`config.mk`:
```
export PLATFORM = sky130hd
export DESIGN_NAME = aether_stfq_ranker_flat
export DESIGN_NICKNAME = d
export VERILOG_FILES = /design/src/rtl/aether_stfq_ranker_pkg.sv /design/src/rtl/aether_stfq_ranker_if.sv /design/src/rtl/aether_stfq_ranker_flow_table.sv /design/src/rtl/aether_stfq_ranker.sv /design/src/flat_wrapper.sv
export SDC_FILE = /design/constraint.sdc
export NUM_CORES = 1
export LEC_CHECK = 0
export BUFFER_PORTS_ARGS = -buffer_cell sky130_fd_sc_hd__buf_2
export CAP_MARGIN = 20
export CORE_MARGIN = 8
export CORE_UTILIZATION = 30
export DETAILED_ROUTE_END_ITERATION = 10
export PLACE_DENSITY = 0.47
export SYNTH_ARGS = -nofsm -noshare
export SYNTH_HDL_FRONTEND = slang
export SYNTH_HIERARCHICAL = 1
export SYNTH_SLANG_ARGS = --single-unit
```
`constraint.sdc`:
```
create_clock -name i_clk -period 10.4 [get_ports i_clk]
set_input_delay 1.04 -clock i_clk [delete_from_list [all_inputs] [get_ports i_clk]]
set_output_delay 1.04 -clock i_clk [all_outputs]
set_load 0.05 [all_outputs]
```
`src/rtl/aether_stfq_ranker_pkg.sv`:
```
// Shared types and helpers for the Aether STFQ ranker and its PIFO push path.
// Widths, the push word layout and the rank arithmetic helpers live here.
// Optional feature macro used by the ranker files: STFQ_WEIGHT_EN.
package aether_pifo_pkg;

  localparam int PTW       = 16;  // rank width, matches PIFO priority field
  localparam int MTW       = 32;  // metadata width, passed through untouched
  localparam int FLOW_ID_W = 4;   // flow index width
  localparam int LEN_W     = 11;  // packet length width in bytes
  localparam int SHIFT_W   = 4;   // per-flow weight shift width

  localparam int NUM_FLOWS = 1 << FLOW_ID_W;

  typedef logic [PTW-1:0]       rank_t;
  typedef logic [FLOW_ID_W-1:0] flow_t;
  typedef logic [LEN_W-1:0]     len_t;
  typedef logic [MTW-1:0]       meta_t;
  typedef logic [SHIFT_W-1:0]   shift_t;

  localparam rank_t RANK_MAX = '1;

  // Push word seen by the PIFO: rank sits in the low PTW bits.
  typedef struct packed {
    meta_t meta;
    rank_t rank;
  } push_word_t;

  // Rank addition that clamps at the top of the rank space instead of wrapping.
  function automatic rank_t sat_add(input rank_t a, input rank_t b);
    logic [PTW:0] sum;
    sum = {1'b0, a} + {1'b0, b};
    return sum[PTW] ? RANK_MAX : sum[PTW-1:0];
  endfunction

  function automatic rank_t max_rank(input rank_t a, input rank_t b);
    return (a > b) ? a : b;
  endfunction

endpackage

```
`src/rtl/aether_stfq_ranker_if.sv`:
```
// Bundle of descriptor, PIFO push, PIFO dequeue and (optional) weight config
// signals for the STFQ ranker. Config signals exist only with STFQ_WEIGHT_EN.
// The slave modport is the ranker; the master modport is its environment.
interface aether_stfq_ranker_if;
  import aether_pifo_pkg::*;

  // Descriptor input
  logic       i_pkt_valid;
  logic       o_pkt_ready;
  flow_t      i_pkt_flow;
  len_t       i_pkt_len;
  meta_t      i_pkt_meta;

  // PIFO push port
  logic       o_push;
  push_word_t o_push_data;
  logic       i_pifo_ready;

  // PIFO dequeue feedback for virtual time
  logic       i_deq_valid;
  rank_t      i_deq_rank;

`ifdef STFQ_WEIGHT_EN
  // Per-flow weight configuration
  logic       i_cfg_we;
  flow_t      i_cfg_flow;
  shift_t     i_cfg_shift;
`endif

  modport slave (
    input  i_pkt_valid, i_pkt_flow, i_pkt_len, i_pkt_meta,
    input  i_pifo_ready, i_deq_valid, i_deq_rank,
`ifdef STFQ_WEIGHT_EN
    input  i_cfg_we, i_cfg_flow, i_cfg_shift,
`endif
    output o_pkt_ready, o_push, o_push_data
  );

  modport master (
    output i_pkt_valid, i_pkt_flow, i_pkt_len, i_pkt_meta,
    output i_pifo_ready, i_deq_valid, i_deq_rank,
`ifdef STFQ_WEIGHT_EN
    output i_cfg_we, i_cfg_flow, i_cfg_shift,
`endif
    input  o_pkt_ready, o_push, o_push_data
  );

endinterface

```
`src/rtl/aether_stfq_ranker_flow_table.sv`:
```
// Per-flow state for the STFQ ranker: last finish tag per flow (and, with
// STFQ_WEIGHT_EN, a per-flow length shift). One asynchronous read port and
// one write port each; everything clears on reset.
module aether_stfq_flow_table
  import aether_pifo_pkg::*;
(
  input  logic   i_clk,
  input  logic   i_arst,
  input  flow_t  rd_flow,
  output rank_t  rd_finish,
  input  logic   wr_en,
  input  flow_t  wr_flow,
  input  rank_t  wr_finish
`ifdef STFQ_WEIGHT_EN
  ,
  output shift_t rd_shift,
  input  logic   cfg_we,
  input  flow_t  cfg_flow,
  input  shift_t cfg_shift
`endif
);

  rank_t finish_q [NUM_FLOWS];

  // Finish tag storage: written when a packet leaves S1.
  // NOTE: the table is a handful of flops, so it takes the async reset like
  // any other state; a RAM-style array without reset would start with garbage tags.
  always_ff @(posedge i_clk or posedge i_arst) begin
    if (i_arst) begin
      for (int i = 0; i < NUM_FLOWS; i++) finish_q[i] <= '0;
    end else if (wr_en) begin
      finish_q[wr_flow] <= wr_finish;
    end
  end

  assign rd_finish = finish_q[rd_flow];

`ifdef STFQ_WEIGHT_EN
  shift_t shift_q [NUM_FLOWS];

  // Weight storage: a config write lands at the edge, so a same-cycle reader sees the old value.
  always_ff @(posedge i_clk or posedge i_arst) begin
    if (i_arst) begin
      for (int i = 0; i < NUM_FLOWS; i++) shift_q[i] <= '0;
    end else if (cfg_we) begin
      shift_q[cfg_flow] <= cfg_shift;
    end
  end

  assign rd_shift = shift_q[rd_flow];
`endif

endmodule

```
`src/rtl/aether_stfq_ranker.sv`:
```
// Start-Time Fair Queueing rank generator feeding the Aether PIFO push port.
// S1 holds an accepted descriptor and computes start/finish tags against the
// flow table and virtual time; S2 is the registered push word to the PIFO.
// Virtual time follows the largest rank the PIFO has dequeued.
// Optional feature: define STFQ_WEIGHT_EN for per-flow length shifts.
module aether_stfq_ranker
  import aether_pifo_pkg::*;
(
  input  logic                 i_clk,
  input  logic                 i_arst,
  aether_stfq_ranker_if.slave  bus
);

  // S1 descriptor stage
  logic       s1_valid;
  flow_t      s1_flow;
  len_t       s1_len;
  meta_t      s1_meta;

  // S2 push stage
  logic       push_q;
  push_word_t push_data_q;

  // Global virtual time
  rank_t      v_q;

  // S1 combinational results
  rank_t      f_rd;
  rank_t      start_rank;
  rank_t      scaled_len;
  rank_t      finish_rank;
  logic       s2_free;
  logic       s1_xfer;
  logic       pkt_ready;
  logic       pkt_accept;

`ifdef STFQ_WEIGHT_EN
  shift_t     s1_shift;
`endif

  aether_stfq_flow_table u_table (
    .i_clk     (i_clk),
    .i_arst    (i_arst),
    .rd_flow   (s1_flow),
    .rd_finish (f_rd),
`ifdef STFQ_WEIGHT_EN
    .rd_shift  (s1_shift),
    .cfg_we    (bus.i_cfg_we),
    .cfg_flow  (bus.i_cfg_flow),
    .cfg_shift (bus.i_cfg_shift),
`endif
    .wr_en     (s1_xfer),
    .wr_flow   (s1_flow),
    .wr_finish (finish_rank)
  );

  // Tag arithmetic and handshake decisions for the descriptor sitting in S1.
  // NOTE: every signal gets a value on every path through this block, so no latch can form.
  always_comb begin
    s2_free     = !push_q || bus.i_pifo_ready;
    s1_xfer     = s1_valid && s2_free;
    pkt_ready   = !s1_valid || s1_xfer;
    pkt_accept  = bus.i_pkt_valid && pkt_ready;
    start_rank  = max_rank(v_q, f_rd);
`ifdef STFQ_WEIGHT_EN
    scaled_len  = rank_t'(s1_len >> s1_shift);
`else
    scaled_len  = rank_t'(s1_len);
`endif
    finish_rank = sat_add(start_rank, scaled_len);
  end

  // S1 load/drain: a new descriptor may enter in the same edge the old one leaves.
  // NOTE: state is updated with non-blocking assignments so every flop samples pre-edge values.
  always_ff @(posedge i_clk or posedge i_arst) begin
    if (i_arst) begin
      s1_valid <= 1'b0;
      s1_flow  <= '0;
      s1_len   <= '0;
      s1_meta  <= '0;
    end else if (pkt_accept) begin
      s1_valid <= 1'b1;
      s1_flow  <= bus.i_pkt_flow;
      s1_len   <= bus.i_pkt_len;
      s1_meta  <= bus.i_pkt_meta;
    end else if (s1_xfer) begin
      s1_valid <= 1'b0;
    end
  end

  // S2 push register: holds its word stable while the PIFO is not ready.
  always_ff @(posedge i_clk or posedge i_arst) begin
    if (i_arst) begin
      push_q      <= 1'b0;
      push_data_q <= '0;
    end else if (s1_xfer) begin
      push_q           <= 1'b1;
      push_data_q.meta <= s1_meta;
      push_data_q.rank <= start_rank;
    end else if (push_q && bus.i_pifo_ready) begin
      push_q <= 1'b0;
    end
  end

  // Virtual time only moves forward, tracking the largest dequeued rank.
  always_ff @(posedge i_clk or posedge i_arst) begin
    if (i_arst) begin
      v_q <= '0;
    end else if (bus.i_deq_valid) begin
      v_q <= max_rank(v_q, bus.i_deq_rank);
    end
  end

  assign bus.o_pkt_ready = pkt_ready;
  assign bus.o_push      = push_q;
  assign bus.o_push_data = push_data_q;

endmodule

```
`src/flat_wrapper.sv`:
```
// flat-port wrapper written by rule: the top's interface ports become plain ports
module aether_stfq_ranker_flat import aether_pifo_pkg::*;
  (i_clk, i_arst, bus_i_pkt_valid, bus_i_pkt_flow, bus_i_pkt_len, bus_i_pkt_meta, bus_i_pifo_ready, bus_i_deq_valid, bus_i_deq_rank, bus_o_pkt_ready, bus_o_push, bus_o_push_data);
  aether_stfq_ranker_if bus_i ();
  input  logic i_clk;
  input  logic i_arst;
  input wire logic [$bits(bus_i.i_pkt_valid)-1:0] bus_i_pkt_valid;
  input wire logic [$bits(bus_i.i_pkt_flow)-1:0] bus_i_pkt_flow;
  input wire logic [$bits(bus_i.i_pkt_len)-1:0] bus_i_pkt_len;
  input wire logic [$bits(bus_i.i_pkt_meta)-1:0] bus_i_pkt_meta;
  input wire logic [$bits(bus_i.i_pifo_ready)-1:0] bus_i_pifo_ready;
  input wire logic [$bits(bus_i.i_deq_valid)-1:0] bus_i_deq_valid;
  input wire logic [$bits(bus_i.i_deq_rank)-1:0] bus_i_deq_rank;
  output wire logic [$bits(bus_i.o_pkt_ready)-1:0] bus_o_pkt_ready;
  output wire logic [$bits(bus_i.o_push)-1:0] bus_o_push;
  output wire logic [$bits(bus_i.o_push_data)-1:0] bus_o_push_data;
  assign bus_i.i_pkt_valid = bus_i_pkt_valid;
  assign bus_i.i_pkt_flow = bus_i_pkt_flow;
  assign bus_i.i_pkt_len = bus_i_pkt_len;
  assign bus_i.i_pkt_meta = bus_i_pkt_meta;
  assign bus_i.i_pifo_ready = bus_i_pifo_ready;
  assign bus_i.i_deq_valid = bus_i_deq_valid;
  assign bus_i.i_deq_rank = bus_i_deq_rank;
  assign bus_o_pkt_ready = bus_i.o_pkt_ready;
  assign bus_o_push = bus_i.o_push;
  assign bus_o_push_data = bus_i.o_push_data;
  aether_stfq_ranker u_core (.i_clk(i_clk), .i_arst(i_arst), .bus(bus_i));
endmodule
```
==> flow_summary.yaml <==
worst_hold_path:
  hold_start: "u_core/bus.o_push_data[0]"
  hold_class: "reg -> reg"
setup_path:
  required_ns: 10.84
  slowest_stage: "dfrtp_4"
  crit_start: "u_core/s1_flow[0]"
  worstSetupStartpointType: "register"
  crit_fanout: 50
  path_buf_inv: 4
  critical_path.cell_chain: "buf_4 -> mux4_2 -> a22oi_1 -> nand2_1 -> inv_1 -> ha_1 -> and4_1 -> and3_1 -> a22o_1 -> a21oi_2 -> buf_4 -> mux2_2 -> ha_1 -> inv_1 -> fa_1 -> and2b_1 -> o31ai_2 -> a41oi_1 -> a311o_1 -> nand3b_4 -> nand2_1 -> mux2_2"
  path_class: "reg -> reg"
  slowest_delay_ns: 1.10
  reg2reg_from: "u_core/s1_flow[0]"
  cp.arrival_ns: 7.76
  endpoint_kind: "register"
  crit_family: "compound AO/OA/AOI/OAI gates"
placement:
  dp_cells: 2073
  hpwl_microns: 30510
  port_buffers: 117
  place.gp.congestion: 0.7974
power:
  p_leak_nw: 9.135
  p_comb_share_pct: 47.9
  power.density_nw_per_um2: 368.4
  pwr-share-seq_pct: 31.6
  p_int_mw: 4.445
  p_sw_share_pct: 41.30
  peakVddDrop_v: 0.0002778
  p_sw_mw: 3.127
  pwr-share-clk_pct: 20.5
  finalPower_mw: 7.572
sta:
  fin_tns_setup_ns: 0
  final_hold_viol_count: 0
  setup_viol: 0
  finalMaxSlewViolations: 0
  slew_headroom_pct: 29.63
  skew_ns: 0.02319
  rsz0062_at_grt: "no"
  fin_crit_ns: 7.320
  worstMarginPinSlew_ns: 1.055
  clock.fmax_ghz: 0.1366
  post-route-period-util_pct: 70.39
  fin_hold_ws_ns: 0.4747
final_layout:
  n_fill_cell: 5756
  final_util_pct: 35.09
  drive_above_1_share_pct: 48.69
  nets: 1460
  fin_cells: 2149
  areaGrowthSynthToFinish_pct: 16.72
  seqCellArea_sq_um: 9241
  multiInputGateArea_sq_um: 7868
  num_antenna_cells: 0
logic_synthesis:
  synth-edff-count: 0
  yosys_warnings: 6
  yosysUniqueCellTypes: 64
  synth-seq-cells: 369
  avgSynthCellArea_sq_um: 14.34
  ys.flop_type: "dfrtp_1"
  synthesis.area_sq_um: 17610
  synthArstFlopShare_pct: 100.0
  synthCells: 1228
  syn_nets: 1340
  ys_seq_area_share_pct: 52.43
clock_network:
  cts_tree: "done"
  htreeDepth: 2
  cts.sinks: 369
  cts_root_buffer: "clkbuf_16"
  cts_buffer_depth: 3
  numCtsBuffers: 42
  cts_resized: 0
  holdBufCountCts: 0
  worstSkewPairLatency_ns: 0.57
  path_clk_slew_ns: 0.06
  post_cts_buffers: 0
die:
  start_util_pct: 30.07
  die_x_microns: 258.3
  dieArea_sq_um: 66710
  core_sq_um: 58570
  num_rows: 89
  die_h_microns: 258.3
  io-pin-count: 118
detailed_routing:
  drc_errors: 0
  vias: 10560
  dr.pass1.iters: 5
  avgViaCountPerCell: 4.913
  drt_iter0_markers: 574
  drt_wl_total_microns: 46640
  post_drt_wl_per_cell_microns: 21.70
  antenna_left: 0
global_routing:
  grt_use_total_pct: 13.99
  grt_pass1_wl_microns: 72150
  grt_pass1_vias: 11210
  grt_max_degree: 112
  globalRouteOverflowTotal: 0
  antenna_found_initial: 0
status:
  status: "completed"
flow_run:
  drv_cap: 0
==> flip-flops by register name, summed over array words and instances, names as in the netlist <==
name / cells
u_core/u_table/finish_q: 256
u_core/bus.o_push_data: 48
u_core/s1_meta: 32
u_core/v_q: 16
u_core/s1_len: 11
u_core/s1_flow: 4
u_core/bus.o_push: 1
u_core/s1_valid: 1
==> worst reg2reg max path, stage by stage (launching register included) <==
cell and delay, ns:
dfrtp_4 1.10, buf_4 0.66, mux4_2 0.39, a22oi_1 0.19, nand2_1 0.12, inv_1 0.13
ha_1 0.25, and4_1 0.22, and3_1 0.19, a22o_1 0.26, a21oi_2 0.17, buf_4 0.31
mux2_2 0.39, ha_1 0.22, inv_1 0.08, fa_1 0.17, and2b_1 0.21, o31ai_2 0.32
a41oi_1 0.29, a311o_1 0.47, nand3b_4 0.18, nand2_1 0.41, mux2_2 0.46
==> power by group through the flow <==
| stage | registers (mW) | logic [mW] | clock network [mW] |
|---|---|---|---|
| finish | 2.39 | 3.63 | 1.55 |
| floorplan | 2.47 | 2.48 | 0 |
| global placement | 2.40 | 3.54 | 0 |
| CTS | 2.40 | 3.59 | 1.61 |
| detailed placement | 2.42 | 3.57 | 0 |
| global route | 2.48 | 3.96 | 1.66 |
==> layout by cell type (no fill, tap or decap), types with 4 or more instances in the layout <==
master,Yosys,final
clkbuf_16,0,43
o21ai_0,14,13
dfrtp_1,369,367
a21o_1,5,5
a211oi_1,5,5
bufinv_16,0,6
mux2_2,349,349
nand2b_1,9,9
mux2i_1,11,11
mux4_2,64,64
nand3_1,9,9
buf_4,10,34
nand2_1,77,75
nand4_1,7,7
o21a_1,5,5
buf_2,20,117
mux2_4,10,10
clkbuf_8,0,6
ha_1,43,43
a21oi_1,11,11
a22oi_1,33,33
clkbuf_1,34,6
nor2_1,17,17
clkinv_2,0,5
inv_1,40,38
and3_1,4,4
==> stage by stage <==
stage                     setup slack [ns]  area [sq um]
after CTS                            2.580         20510
after global routing                 2.419         20560
after detailed placement             2.639         19050
after floorplan                      2.318         17610
after global placement               2.829         19050
final                                3.080         20560
==> cells in the mapped netlist, types with 3 or more instances <==
cell | number | share of area, %
and3_1 | 4 | 0.14
xor2_1 | 3 | 0.15
buf_6 | 7 | 0.45
buf_4 | 10 | 0.43
a21oi_1 | 11 | 0.31
o21ai_0 | 14 | 0.40
inv_1 | 40 | 0.85
nand2b_1 | 9 | 0.32
mux2i_1 | 11 | 0.63
a311oi_1 | 3 | 0.15
a22oi_1 | 33 | 1.4
ha_1 | 43 | 3.1
nor2_2 | 6 | 0.21
nor2_1 | 17 | 0.36
nand4_1 | 7 | 0.25
or3_1 | 3 | 0.11
nor3_2 | 4 | 0.23
dfrtp_1 | 369 | 52
mux4_2 | 64 | 8.2
a22o_1 | 3 | 0.15
nand3_1 | 9 | 0.26
clkbuf_1 | 34 | 0.72
a211oi_1 | 5 | 0.21
buf_2 | 20 | 0.57
nand3b_1 | 3 | 0.13
mux2_2 | 349 | 22
nand2_1 | 77 | 1.6
nor2b_1 | 4 | 0.14
o21a_1 | 5 | 0.21
mux2_4 | 10 | 0.85
buf_1 | 5 | 0.11
a21o_1 | 5 | 0.21
nor3_1 | 3 | 0.085
==> per-layer routing <==
metal	wire (microns)	up-vias	track usage [%]	share of wire, %
met2	22260	188	22.86	48
met3	1856	68	2.568	4.0
met1	21310	5552	18.71	46
li1	-	4750	-	-
met4	1207	0	4.546	2.6
met5	0	-	0	0
==> layout make-up <==
type	instances	share of cell area [%]
inverters	40	0.7791
well taps	773	4.705
flip-flops and latches	369	44.96
clock inverters	17	1.315
clock buffers	55	5.746
repair buffers	152	4.224
multi-input cells	743	38.27
==> worst paths after layout <==
| path | end | slack, ns | cells after the start |
|---|---|---|---|
| min | u_core/bus.o_push_data[0] | 0.47 | 2 |
| max reg2reg | u_core/u_table/finish_q[53] | 3.08 | 22 |
| min reg2reg | u_core/bus.o_push_data[0] | 0.47 | 2 |
| max | u_core/u_table/finish_q[53] | 3.08 | 22 |
| min in group asynchronous | u_core/u_table/finish_q[176] | 0.65 | 2 |
| max in group asynchronous | u_core/u_table/finish_q[44] | 8.30 | 3 |
==> logic make-up (layout without fill, tap and decap cells) <==
family / after synthesis / after routing / share of synthesized area (%)
fa+ha+maj: 44 / 44 / 3.169
buf+inv: 116 / 264 / 3.126
flops: 369 / 369 / 52.43
compound gates: 100 / 100 / 4.377
xor+xnor: 5 / 5 / 0.2487
mux: 435 / 435 / 32.04
simple gates: 159 / 159 / 4.604
No activity file was read; power rests on OpenSTA's default activity.
